===== config.mk =====
export PLATFORM = sky130hd
export DESIGN_NAME = module_spi_rx_deserializer
export DESIGN_NICKNAME = d
export VERILOG_FILES = /design/src/rtl/module_spi_rx_deserializer_pkg.sv /design/src/rtl/module_spi_rx_deserializer_sync_edge_det.sv /design/src/rtl/module_spi_rx_deserializer.sv
export SDC_FILE = /design/constraint.sdc
export NUM_CORES = 1
export LEC_CHECK = 0
export BUFFER_PORTS_ARGS = -buffer_cell sky130_fd_sc_hd__buf_2
export CAP_MARGIN = 20
export CORE_UTILIZATION = 64
export CTS_BUF_LIST = sky130_fd_sc_hd__clkbuf_4 sky130_fd_sc_hd__clkbuf_8
export CTS_CLUSTER_DIAMETER = 80
export DETAILED_ROUTE_END_ITERATION = 10
export PLACE_DENSITY = 0.9
export SYNTH_ARGS = -nofsm -noshare
export SYNTH_HDL_FRONTEND = slang
export SYNTH_SLANG_ARGS = --single-unit

===== constraint.sdc =====
create_clock -name clk_i -period 3.7 [get_ports clk_i]
set_clock_uncertainty 0.1 [all_clocks]
set_input_delay 1.11 -clock clk_i [delete_from_list [all_inputs] [get_ports clk_i]]
set_output_delay 1.11 -clock clk_i [all_outputs]
set_load 0.03 [all_outputs]

===== src/rtl/module_spi_rx_deserializer_pkg.sv =====
// spi_pkg: types, SPI mode encodings and helpers shared by the SPI receive
// path and the transmit serializer that will sit next to it.
package spi_pkg;

  // Receive FSM: IDLE waits for a frame to open, SHIFT collects bits.
  typedef enum logic {
    IDLE  = 1'b0,
    SHIFT = 1'b1
  } spi_rx_state_t;

  // Classic SPI mode numbers, encoded as {CPOL, CPHA}.
  localparam logic [1:0] SPI_MODE_0 = 2'b00;
  localparam logic [1:0] SPI_MODE_1 = 2'b01;
  localparam logic [1:0] SPI_MODE_2 = 2'b10;
  localparam logic [1:0] SPI_MODE_3 = 2'b11;

  // Pack clock polarity and phase into a mode number.
  function automatic logic [1:0] spi_mode(input logic cpol, input logic cpha);
    return {cpol, cpha};
  endfunction

  // Modes 0 and 3 sample data on the rising sclk edge. Modes 1 and 2 sample
  // it on the falling edge.
  function automatic logic sample_on_rise(input logic cpol, input logic cpha);
    logic result;
    case (spi_mode(cpol, cpha))
      SPI_MODE_0: result = 1'b1;
      SPI_MODE_1: result = 1'b0;
      SPI_MODE_2: result = 1'b0;
      SPI_MODE_3: result = 1'b1;
      default:    result = 1'b1;
    endcase
    return result;
  endfunction

endpackage


===== src/rtl/module_spi_rx_deserializer_sync_edge_det.sv =====
// module_sync_edge_det: multi-flop synchroniser for an asynchronous pin with
// single-cycle rise/fall pulses. The pulses are derived from the synchronised
// value and a one-cycle-delayed copy of it. Every flop resets to RST_VAL, the
// idle level of the pin, so no edge is reported immediately after reset.
module module_sync_edge_det #(
  parameter int   SYNC_STAGES = 2,
  parameter logic RST_VAL     = 1'b0
) (
  input  logic i_clk,
  input  logic i_rst,
  input  logic i_async,
  output logic o_sync,
  output logic o_rise,
  output logic o_fall
);

  logic [SYNC_STAGES-1:0] r_chain;
  logic                   r_delayed;

  // Shift the raw pin through the synchroniser chain and keep one extra copy
  // of the synchronised value so edges can be detected.
  always_ff @(posedge i_clk) begin
    if (i_rst) begin
      r_chain   <= {SYNC_STAGES{RST_VAL}};
      r_delayed <= RST_VAL;
    end else begin
      r_chain   <= {r_chain[SYNC_STAGES-2:0], i_async};
      r_delayed <= r_chain[SYNC_STAGES-1];
    end
  end

  assign o_sync = r_chain[SYNC_STAGES-1];
  assign o_rise = r_chain[SYNC_STAGES-1] & ~r_delayed;
  assign o_fall = ~r_chain[SYNC_STAGES-1] & r_delayed;

endmodule


===== src/rtl/module_spi_rx_deserializer.sv =====
// module_spi_rx_deserializer: SPI slave receive path. It synchronises the SPI
// pins, picks the sampling edge for the configured mode and assembles
// WIDTH-bit words. Each finished word goes into a one-entry holding register
// that uses a valid/ready handshake. The block also pulses a flag when a word
// is lost because the holding register was full, and another when a frame
// closes in the middle of a word.
module module_spi_rx_deserializer
  import spi_pkg::*;
#(
  parameter int WIDTH       = 8,
  parameter int MSB_FIRST   = 1,
  parameter int CPOL        = 0,
  parameter int CPHA        = 0,
  parameter int SYNC_STAGES = 2
) (
  input  logic             clk_i,
  input  logic             rst_i,
  input  logic             sclk_i,
  input  logic             cs_n_i,
  input  logic             mosi_i,
  output logic [WIDTH-1:0] data_o,
  output logic             valid_o,
  input  logic             ready_i,
  output logic             overrun_o,
  output logic             frame_err_o,
  output logic             busy_o
);

  localparam int               CNT_W        = $clog2(WIDTH);
  localparam logic [CNT_W-1:0] LAST_BIT     = CNT_W'(WIDTH - 1);
  localparam int               SETTLE_W     = $clog2(SYNC_STAGES + 1);
  localparam logic             SAMPLE_LEVEL = sample_on_rise(1'(CPOL), 1'(CPHA));

  // Synchronised pins and edge events
  logic w_sclkSync;
  logic w_sclkRise;
  logic w_sclkFall;
  logic w_csSync;
  logic w_csRise;
  logic w_csFall;
  logic w_mosiSync;
  logic w_sampleEdge;

  logic [SYNC_STAGES-1:0] r_mosiChain;

  // Frame arming: no frame may start after reset until cs_n has been seen high
  logic [SETTLE_W-1:0] r_settleCnt;
  logic                w_settled;
  logic                r_armed;

  // Control FSM
  spi_rx_state_t r_state;
  spi_rx_state_t w_nextState;
  logic          w_busy;
  logic          w_frameStart;
  logic          w_frameEnd;
  logic          w_shiftEn;

  // Shift path
  logic [CNT_W-1:0] r_bitCnt;
  logic [WIDTH-1:0] r_shift;
  logic [WIDTH-1:0] w_shiftNext;
  logic             w_wordDone;
  logic             w_frameErr;

  // Completion stage and holding register
  logic             r_doneD;
  logic [WIDTH-1:0] r_pendWord;
  logic [WIDTH-1:0] r_data;
  logic             r_valid;
  logic             r_overrun;
  logic             r_frameErr;
  logic             w_accept;
  logic             w_load;
  logic             w_overrun;

  module_sync_edge_det #(
    .SYNC_STAGES (SYNC_STAGES),
    .RST_VAL     (1'(CPOL))
  ) u_sclkSync (
    .i_clk   (clk_i),
    .i_rst   (rst_i),
    .i_async (sclk_i),
    .o_sync  (w_sclkSync),
    .o_rise  (w_sclkRise),
    .o_fall  (w_sclkFall)
  );

  module_sync_edge_det #(
    .SYNC_STAGES (SYNC_STAGES),
    .RST_VAL     (1'b1)
  ) u_csSync (
    .i_clk   (clk_i),
    .i_rst   (rst_i),
    .i_async (cs_n_i),
    .o_sync  (w_csSync),
    .o_rise  (w_csRise),
    .o_fall  (w_csFall)
  );

  // mosi passes through a chain of the same depth as sclk. This keeps the
  // synchronised data bit aligned with the sample-edge pulse.
  always_ff @(posedge clk_i) begin
    if (rst_i) begin
      r_mosiChain <= '0;
    end else begin
      r_mosiChain <= {r_mosiChain[SYNC_STAGES-2:0], mosi_i};
    end
  end

  assign w_mosiSync = r_mosiChain[SYNC_STAGES-1];

  // The sample edge is any synchronised sclk transition that ends at the
  // sampling level of the configured mode.
  assign w_sampleEdge = (w_sclkRise | w_sclkFall) & (w_sclkSync == SAMPLE_LEVEL);

  assign w_settled = (r_settleCnt == SETTLE_W'(SYNC_STAGES));

  // The cs_n chain starts at its preset value. Once it has flushed, seeing
  // cs_n high arms frame detection. A cs_n that is already low when reset is
  // released therefore cannot open a frame.
  always_ff @(posedge clk_i) begin
    if (rst_i) begin
      r_settleCnt <= '0;
      r_armed     <= 1'b0;
    end else begin
      if (!w_settled) begin
        r_settleCnt <= r_settleCnt + SETTLE_W'(1);
      end
      r_armed <= r_armed | (w_settled & w_csSync);
    end
  end

  // FSM state register
  always_ff @(posedge clk_i) begin
    if (rst_i) begin
      r_state <= IDLE;
    end else begin
      r_state <= w_nextState;
    end
  end

  // FSM next state: an armed cs_n fall opens a frame and a cs_n rise closes it
  always_comb begin
    w_nextState = r_state;
    case (r_state)
      IDLE:    if (w_csFall && r_armed) w_nextState = SHIFT;
      SHIFT:   if (w_csRise)            w_nextState = IDLE;
      default: w_nextState = IDLE;
    endcase
  end

  // FSM outputs. If cs_n rises in the same cycle as a sample edge, the edge
  // is ignored.
  always_comb begin
    w_busy       = 1'b0;
    w_frameStart = 1'b0;
    w_frameEnd   = 1'b0;
    w_shiftEn    = 1'b0;
    case (r_state)
      IDLE: begin
        w_frameStart = w_csFall & r_armed;
      end
      SHIFT: begin
        w_busy     = 1'b1;
        w_frameEnd = w_csRise;
        w_shiftEn  = w_sampleEdge & ~w_csRise;
      end
      default: begin
        w_busy = 1'b0;
      end
    endcase
  end

  // Next shift-register contents in the selected bit order
  always_comb begin
    w_shiftNext = r_shift;
    if (MSB_FIRST != 0) begin
      w_shiftNext = {r_shift[WIDTH-2:0], w_mosiSync};
    end else begin
      w_shiftNext = {w_mosiSync, r_shift[WIDTH-1:1]};
    end
  end

  assign w_wordDone = w_shiftEn & (r_bitCnt == LAST_BIT);
  assign w_frameErr = w_frameEnd & (r_bitCnt != '0);

  // Bit counter and shift register. Both clear when a frame opens or closes.
  // The counter wraps only when a word completes, so back-to-back words in
  // one frame stay aligned.
  always_ff @(posedge clk_i) begin
    if (rst_i) begin
      r_bitCnt <= '0;
      r_shift  <= '0;
    end else if (w_frameStart || w_frameEnd) begin
      r_bitCnt <= '0;
      r_shift  <= '0;
    end else if (w_shiftEn) begin
      r_shift <= w_shiftNext;
      if (w_wordDone) begin
        r_bitCnt <= '0;
      end else begin
        r_bitCnt <= r_bitCnt + CNT_W'(1);
      end
    end
  end

  // Capture each finished word in a completion stage. This frees the shift
  // register right away for the next word or frame.
  always_ff @(posedge clk_i) begin
    if (rst_i) begin
      r_doneD    <= 1'b0;
      r_pendWord <= '0;
    end else begin
      r_doneD <= w_wordDone;
      if (w_wordDone) begin
        r_pendWord <= w_shiftNext;
      end
    end
  end

  assign w_accept  = r_valid & ready_i;
  assign w_load    = r_doneD & (~r_valid | ready_i);
  assign w_overrun = r_doneD & r_valid & ~ready_i;

  // Holding register with handshake. A new word may replace one that is
  // consumed in the same cycle. A word that arrives while the register is
  // still full is dropped and flagged.
  always_ff @(posedge clk_i) begin
    if (rst_i) begin
      r_data     <= '0;
      r_valid    <= 1'b0;
      r_overrun  <= 1'b0;
      r_frameErr <= 1'b0;
    end else begin
      r_overrun  <= w_overrun;
      r_frameErr <= w_frameErr;
      if (w_load) begin
        r_data  <= r_pendWord;
        r_valid <= 1'b1;
      end else if (w_accept) begin
        r_valid <= 1'b0;
      end
    end
  end

  assign data_o      = r_data;
  assign valid_o     = r_valid;
  assign overrun_o   = r_overrun;
  assign frame_err_o = r_frameErr;
  assign busy_o      = w_busy;

endmodule


==> results of run 1 <==
==> power breakdown <==
part | switching, mW | total [mW] | internal [mW] | leakage [nW]
clock network | 0.143 | 0.301 | 0.158 | 0.0463
logic | 0.0396 | 0.0696 | 0.0299 | 0.268
registers | 0.0127 | 0.483 | 0.470 | 0.340
==> registers in the layout, summed over array words and instances, names as in the netlist <==
signal                cells
data_o                    8
frame_err_o               1
overrun_o                 1
r_armed                   1
r_bitCnt                  3
r_doneD                   1
r_mosiChain               2
r_pendWord                8
r_settleCnt               2
r_shift                   7
r_state                   1
u_csSync.r_chain          2
u_csSync.r_delayed        1
u_sclkSync.r_chain        2
u_sclkSync.r_delayed      1
valid_o                   1
==> cell usage after synthesis (all sizes together) <==
cell type and count:
ha 4, and4 1, mux2i 8, xor2 1, inv 6, nor2 6
dfxtp 42, clkbuf 5, nor3 1, a21oi 21, nand3 8, or2 3
a2bb2oi 1, nand2b 19, a211o 1, o21ai 8, a2111oi 1, nand4 10
nand2 1, nor2b 10, buf 9, o31ai 10, nor4bb 1
==> metal layers <==
layer | vias to the layer above | wire [microns] | track usage (%)
li1 | 634 | - | -
met2 | 30 | 1560 | 40.2
met4 | 0 | 40 | 12.7
met1 | 617 | 1390 | 29.1
met3 | 4 | 117 | 6.32
met5 | - | 0 | 0
==> worst max-delay path by stage <==
stage	cells after the start	to	slack [ns]
after floorplan	4	data_o[2]	1.87
after global placement	3	r_shift[5]	1.48
after detailed placement	3	r_shift[3]	1.42
after CTS	1	busy_o	1.20
after global routing	1	busy_o	1.13
final	1	busy_o	1.21
==> cell type report <==
type	count	area (sq um)
flip-flops and latches	42	841
multi-input cells	115	758
fillers	182	673
repair buffers	17	85.1
clock buffers	7	52.6
well taps	30	37.5
clock inverters	1	30.0
inverters	6	22.5
==> kinds of logic after synthesis <==
logic type / count (synthesis) / share of synthesized area (%)
and+or+nand+nor: 60 / 20.9
buffers and inverters: 20 / 5.75
DFF: 42 / 49.6
AOI/OAI and AO/OA: 42 / 15.6
adders and majority gates: 4 / 2.95
xor gates and xnor gates: 1 / 0.516
muxes: 8 / 4.72
==> layout by cell type, fill, tap and decap left out, drive strengths merged, types with 3 or more instances in the layout <==
| cell | netlist | layout |
|---|---|---|
| a21oi | 21 | 21 |
| o21ai | 8 | 8 |
| nor2b | 10 | 10 |
| clkbuf | 5 | 7 |
| mux2i | 8 | 8 |
| dfxtp | 42 | 42 |
| nand3 | 8 | 8 |
| inv | 6 | 6 |
| nor2 | 6 | 6 |
| o31ai | 10 | 10 |
| or2 | 3 | 3 |
| ha | 4 | 4 |
| nand2b | 19 | 19 |
| nand4 | 10 | 10 |
| buf | 9 | 17 |
==> through the flow <==
stage / area, sq um / hold WS, ns / power [mW] / cells / setup WS, ns
final: 1830 / 0.327 / 0.854 / 218 / 1.21
after global routing: 1830 / 0.338 / 0.886 / 218 / 1.13
after CTS: 1830 / 0.330 / 0.859 / 218 / 1.20
after detailed placement: 1740 / 0.298 / 0.562 / 210 / 1.42
after global placement: 1740 / 0.292 / 0.556 / 210 / 1.48
after floorplan: 1700 / 0.283 / 0.549 / 177 / 1.87
==> impl_metrics.toml, run 1 <==
[critical_path]
cp.arrival_ns = 1.28
r2r-start = "u_csSync.r_chain[1]"
crit_family = "flip-flops"
path_class = "register to output port"
end_kind = "output port"
crit_path_max_fanout = 16
reg2reg_to = "r_bitCnt[2]"
slowest_stage = "dfxtp_1"
r2r_setup_slack_ns = 1.78
r2r_cells = 3
critPathLaunchType = "register"
worstPathRequired_ns = 2.49
path_cells = "buf_2"
slowest_delay_ns = 0.65
crit_start = "r_state"
path_buf_inv = 1

[run_status]
outcome = "finished, final reports clean"

[synthesis]
ys_seq_area_share_pct = 49.6
synth_area_sq_um = 1700
syn-instance-count = 177
avgSynthCellArea_sq_um = 9.59
synth_seq_cells = 42
ys_types = 27
yosysWarnings = 0
synth_nets = 187
synth_top_cell_area_share_pct = 49.6
netlist_top_cells_area = "dfxtp_1 50%, nand2b_1 7.0%, a21oi_1 5.6%"
yosysTopAreaCell = "dfxtp_1"

[detailed_routing]
vias_per_cell = 5.89
routedWlPerCell_microns = 14.2
drt-initial-drc-count = 30
drtAntennaViolNets = 0
via_count = 1285
drt_wl_total_microns = 3110
post-route-drc-count = 0
drtPass1Iterations = 4

[flow_run]
drv_cap = 0

[global_route]
antenna_found_initial = 0
grt_max_degree = 42
grt-ovfl-total = 0
grt_usage_pct = 24.6
grt_pass1_wl_microns = 4910
grt_pass1_vias = 1126

[hold_path]
min_path_cells = 1
min_to = "u_csSync.r_chain[1]"
hold_path.startpoint = "u_csSync.r_chain[0]"
hp-class = "register to register"

[floorplanning]
core_sq_um = 2500
die_area_sq_um = 2860
rows = 18
fp.dieH_microns = 53.5
die_x_microns = 53.5
io_pins = 18
initial_core_util_pct = 67.9

[pwr]
p_per_area_nw_per_um2 = 468
power.leakage_nw = 0.655
peakVddDrop_mv = 0.398

[timing]
max_freq_mhz = 402
period_minus_slack_ns = 2.49
fin_crit_sh_pct = 67.3
finalHoldViolations = 0
worst_pin_slew_ns = 0.864
grt_setup_unrepaired = "no"
fin_setup_tns_ns = 0
drv_slew = 0
slew_headroom_pct = 42.3
setup_viol = 0

[clock_tree]
cts_root_buffer = "clkbuf_4"
clockBufferDepth = 2
holdBufCountCts = 0
cts.repair.resized = 0
cts_sinks = 42
h-tree-depth = 2
cts_tree = "built"
cts_inserted_buffers = 5
clk_latency_ns = 0.35
post_cts_buffers = 0
clk_pin_slew_worst_paths_ns = 0.11

[layout]
n_antenna_cell = 0
fin_util_pct = 73.1
drive_above_1_share_pct = 16.0
area_growth_pct = 7.67
layout.nets = 197

[place]
place.detailed.hpwl_microns = 2020
gp_congestion = 0.771
port_buffers = 17
Note: power is estimated with default switching activity, not from simulation.
==> run 2, diff against run 1 <==
CORE_UTILIZATION = 60   (was 64)
PLACE_DENSITY = 0.85   (was 0.9)
clock period = 2.4 ns   (was 3.7 ns; I/O delays follow)
==> impl_metrics.toml, run 2 (synthesis results as in run 1) <==
[run_status]
outcome = "finished, final reports clean"

[timing]
fin_crit_sh_pct = 79.3
slew_headroom_pct = 43.4
finalHoldViolations = 0
setup_viol = 0
worst_pin_slew_ns = 0.847
period_minus_slack_ns = 1.90
fin_setup_tns_ns = 0
drv_slew = 0
max_freq_mhz = 525
grt_setup_unrepaired = "no"

[critical_path]
path_buf_inv = 2
slowest_stage = "dfxtp_1"
cp.arrival_ns = 1.08
cp.depth = 2
end_kind = "output port"
crit_path_max_fanout = 16
critPathCapture = "busy_o"
r2r_setup_slack_ns = 0.54
path_class = "register to output port"
crit_start = "r_state"
crit_family = "buffers and inverters"
critPathLaunchType = "register"
r2r_cells = 3
worstPathRequired_ns = 1.58
slowest_delay_ns = 0.32
path_cells = "buf_4 > buf_2"
r2r-start = "u_csSync.r_chain[1]"
reg2reg_to = "r_shift[4]"

[clock_tree]
clockBufferDepth = 2
clk_pin_slew_worst_paths_ns = 0.11
h-tree-depth = 2
cts_sinks = 42
cts.repair.resized = 0
holdBufCountCts = 0
cts_root_buffer = "clkbuf_4"
cts_tree = "built"
cts_inserted_buffers = 5
clk_latency_ns = 0.34
post_cts_buffers = 0

[pwr]
peakVddDrop_mv = 0.690
power.leakage_nw = 0.658
p_per_area_nw_per_um2 = 669

[detailed_routing]
drt_wl_total_microns = 2970
vias_per_cell = 5.76
drt-initial-drc-count = 9
via_count = 1267
post-route-drc-count = 0
routedWlPerCell_microns = 13.5
drtPass1Iterations = 4
drtAntennaViolNets = 0

[layout]
drive_above_1_share_pct = 16.8
layout.nets = 199
fin_util_pct = 71.0
final_common_cell = "dfxtp_1"
fillers = 215
layout.cells.most_common_list = "42 x dfxtp_1, 19 x nand2b_1, 19 x a21oi_1"
n_antenna_cell = 0
area_growth_pct = 7.45

[floorplanning]
io_pins = 18
die_x_microns = 55.2
die_area_sq_um = 3040
initial_core_util_pct = 66.1
fp.dieH_microns = 55.2
rows = 18
core_sq_um = 2570

[flow_run]
drv_cap = 0

[global_route]
grt_usage_pct = 22.5
grt-ovfl-total = 0
grt_pass1_vias = 1158
antenna_found_initial = 0
grt_pass1_wl_microns = 4750
grt_max_degree = 42

[place]
place.detailed.hpwl_microns = 2020
gp_congestion = 0.796
port_buffers = 17

[hold_path]
hp-class = "register to register"
## run 2: where the power goes
part	internal, mW	switching (mW)	total (mW)
logic	0.0486	0.0677	0.116
clock network	0.153	0.210	0.364
registers	0.725	0.0148	0.740
total	0.927	0.293	1.22
## run 2: layout make-up
type,instances,area (sq um),share of cell area (%)
Sequential cell,42,841,46.1
Multi-Input combinational cell,115,758,41.6
Timing Repair Buffer,19,100,5.49
Clock buffer,7,58.8,3.23
Tap cell,30,37.5,2.06
Inverter,6,22.5,1.24
Clock inverter,1,5.00,0.275
## run 2: worst min path at each step
stage                              startpoint                   to  cells past startpoint
after global placement    u_csSync.r_chain[0]  u_csSync.r_chain[1]                      1
after detailed placement  u_csSync.r_chain[0]  u_csSync.r_chain[1]                      1
after floorplan           u_csSync.r_chain[0]  u_csSync.r_chain[1]                      1
final                     u_csSync.r_chain[0]  u_csSync.r_chain[1]                      1
after CTS                 u_csSync.r_chain[0]  u_csSync.r_chain[1]                      1
after global routing      u_csSync.r_chain[0]  u_csSync.r_chain[1]                      1
## run 2: routing by layer
| metal | GRT usage [%] | part of all wire [%] | vias up |
|---|---|---|---|
| li1 | - | - | 638 |
| met1 | 27.2 | 46 | 593 |
| met2 | 36.9 | 49 | 31 |
| met3 | 5.74 | 3.8 | 5 |
| met4 | 11.3 | 1.3 | 0 |
| met5 | 0 | 0 | - |
## run 2: stage by stage
step	power, mW	worst slack (ns)	hold slack, ns	instances	instance area, sq um
floorplan	0.847	0.959	0.283	177	1700
global placement	0.858	0.579	0.297	212	1760
detailed placement	0.872	0.510	0.307	212	1760
CTS	1.23	0.485	0.338	220	1820
global route	1.28	0.437	0.349	220	1820
finish	1.22	0.496	0.333	220	1820
## run 2: worst register-to-register path: cells and delay by family, from the launching register on
kind | cells | cell delay [ns]
flip-flops | 1 | 0.41
AND/OR/NAND/NOR | 1 | 0.70
AO/OA/AOI/OAI | 2 | 0.54
==> run 3, diff against run 2 <==
clock period = 1.92 ns   (was 2.4 ns; I/O delays follow)
==> impl_metrics.toml, run 3 (synthesis results as in run 1) <==
[layout]
layout.cells.non_filler = 222
area_growth_pct = 9.59
layout.nets = 201
final_common_cell = "dfxtp_1"
fin_util_pct = 72.4
n_antenna_cell = 0
fillers = 199
layout.cells.most_common_list = "42 x dfxtp_1, 19 x nand2b_1, 19 x a21oi_1"
drive_above_1_share_pct = 18.2
finalInstanceArea_sq_um = 1860

[place]
port_buffers = 17
place.detailed.hpwl_microns = 2020
dpl_cell_area_sq_um = 1770
dp.cells = 214
dp_slack_ns = 0.118
gp_congestion = 0.783

[critical_path]
end_kind = "output port"
path_class = "register to output port"
worstPathRequired_ns = 1.24
slowest_stage = "dfxtp_1"
slowest_delay_ns = 0.50
path_cells = "buf_2"
path_buf_inv = 1
crit_path_max_fanout = 9
cp.arrival_ns = 1.12
critPathLaunchType = "register"
crit_family = "flip-flops"

[pwr]
power.leakage_nw = 0.672
peakVddDrop_mv = 0.875
p_total_mw = 1.64
p_per_area_nw_per_um2 = 883

[timing]
drv_slew = 0
whs_ns = 0.288
fin_setup_tns_ns = 0
setup_viol = 0
finalHoldViolations = 0
fin_crit_sh_pct = 93.4
period_minus_slack_ns = 1.79
slew_headroom_pct = 68.1
worst_pin_slew_ns = 0.477
grt_setup_unrepaired = "no"
setup_ws_ns = 0.127
max_freq_mhz = 558

[floorplanning]
die_x_microns = 55.2
initial_core_util_pct = 66.1
fp.dieH_microns = 55.2
rows = 18
io_pins = 18
die_area_sq_um = 3040
core_sq_um = 2570

[clock_tree]
clk_latency_ns = 0.36
cts_inserted_buffers = 5
holdBufCountCts = 0
clk_pin_slew_worst_paths_ns = 0.12
cts_root_buffer = "clkbuf_4"
clockBufferDepth = 2
h-tree-depth = 2
cts_sinks = 42
cts_tree = "built"

[detailed_routing]
drtAntennaViolNets = 0
drt-initial-drc-count = 26
drt_wl_total_microns = 2920
via_count = 1258
vias_per_cell = 5.67
post-route-drc-count = 0
routedWlPerCell_microns = 13.1
drtPass1Iterations = 4

[run_status]
outcome = "finished, final reports clean"

[global_route]
grt-ovfl-total = 0
antenna_found_initial = 0
grt_max_degree = 28
grt_usage_pct = 23.0
grt_pass1_vias = 1155
grt_pass1_wl_microns = 4770

[flow_run]
drv_cap = 0

[hold_path]
hp-class = "primary input to register"
## run 3: layer usage
layer	GRT usage, %	vias up	routed length, microns
met2	36.9	20	1430
met5	0	-	0
li1	-	645	-
met1	27.0	587	1340
met3	5.74	6	104
met4	15.4	0	44
## run 3: path summary, 6_finish.rpt
check / from / end / slack [ns] / cells past startpoint
worst max register to register: u_csSync.r_chain[1] / r_shift[3] / 0.33 / 3
worst max-delay path: r_state / busy_o / 0.13 / 1
worst min-delay path: cs_n_i / u_csSync.r_chain[0] / 0.29 / 2
worst min register to register: u_csSync.r_chain[0] / u_csSync.r_chain[1] / 0.34 / 1
## run 3: area by class of cell
cell class / instances / area (sq um) / share of cell area (%)
sequential: 42 / 841 / 45.2
tap: 30 / 37.5 / 2.02
multi-input combinational: 115 / 761 / 40.9
inverter: 6 / 22.5 / 1.21
timing repair buffer: 21 / 115 / 6.19
clock inverter: 2 / 37.5 / 2.02
clock buffer: 6 / 45.0 / 2.42
## run 3: report_power, final
group          internal (mW)  switching [mW]
Combinational         0.0617          0.0787
Sequential             0.906          0.0210
Clock                  0.289           0.284
## run 3: worst reg2reg max path: stages, from the launching register on
cell     delay (ns)
dfxtp_1        0.42
nor2b_2        0.46
a211o_1        0.42
a21oi_1        0.08
## run 3: repair_timing
item / in CTS / in global routing
gates resized for setup: 0 / 1
buffers inserted: 0 / 0
endpoints found under the setup margin: 0 / 10
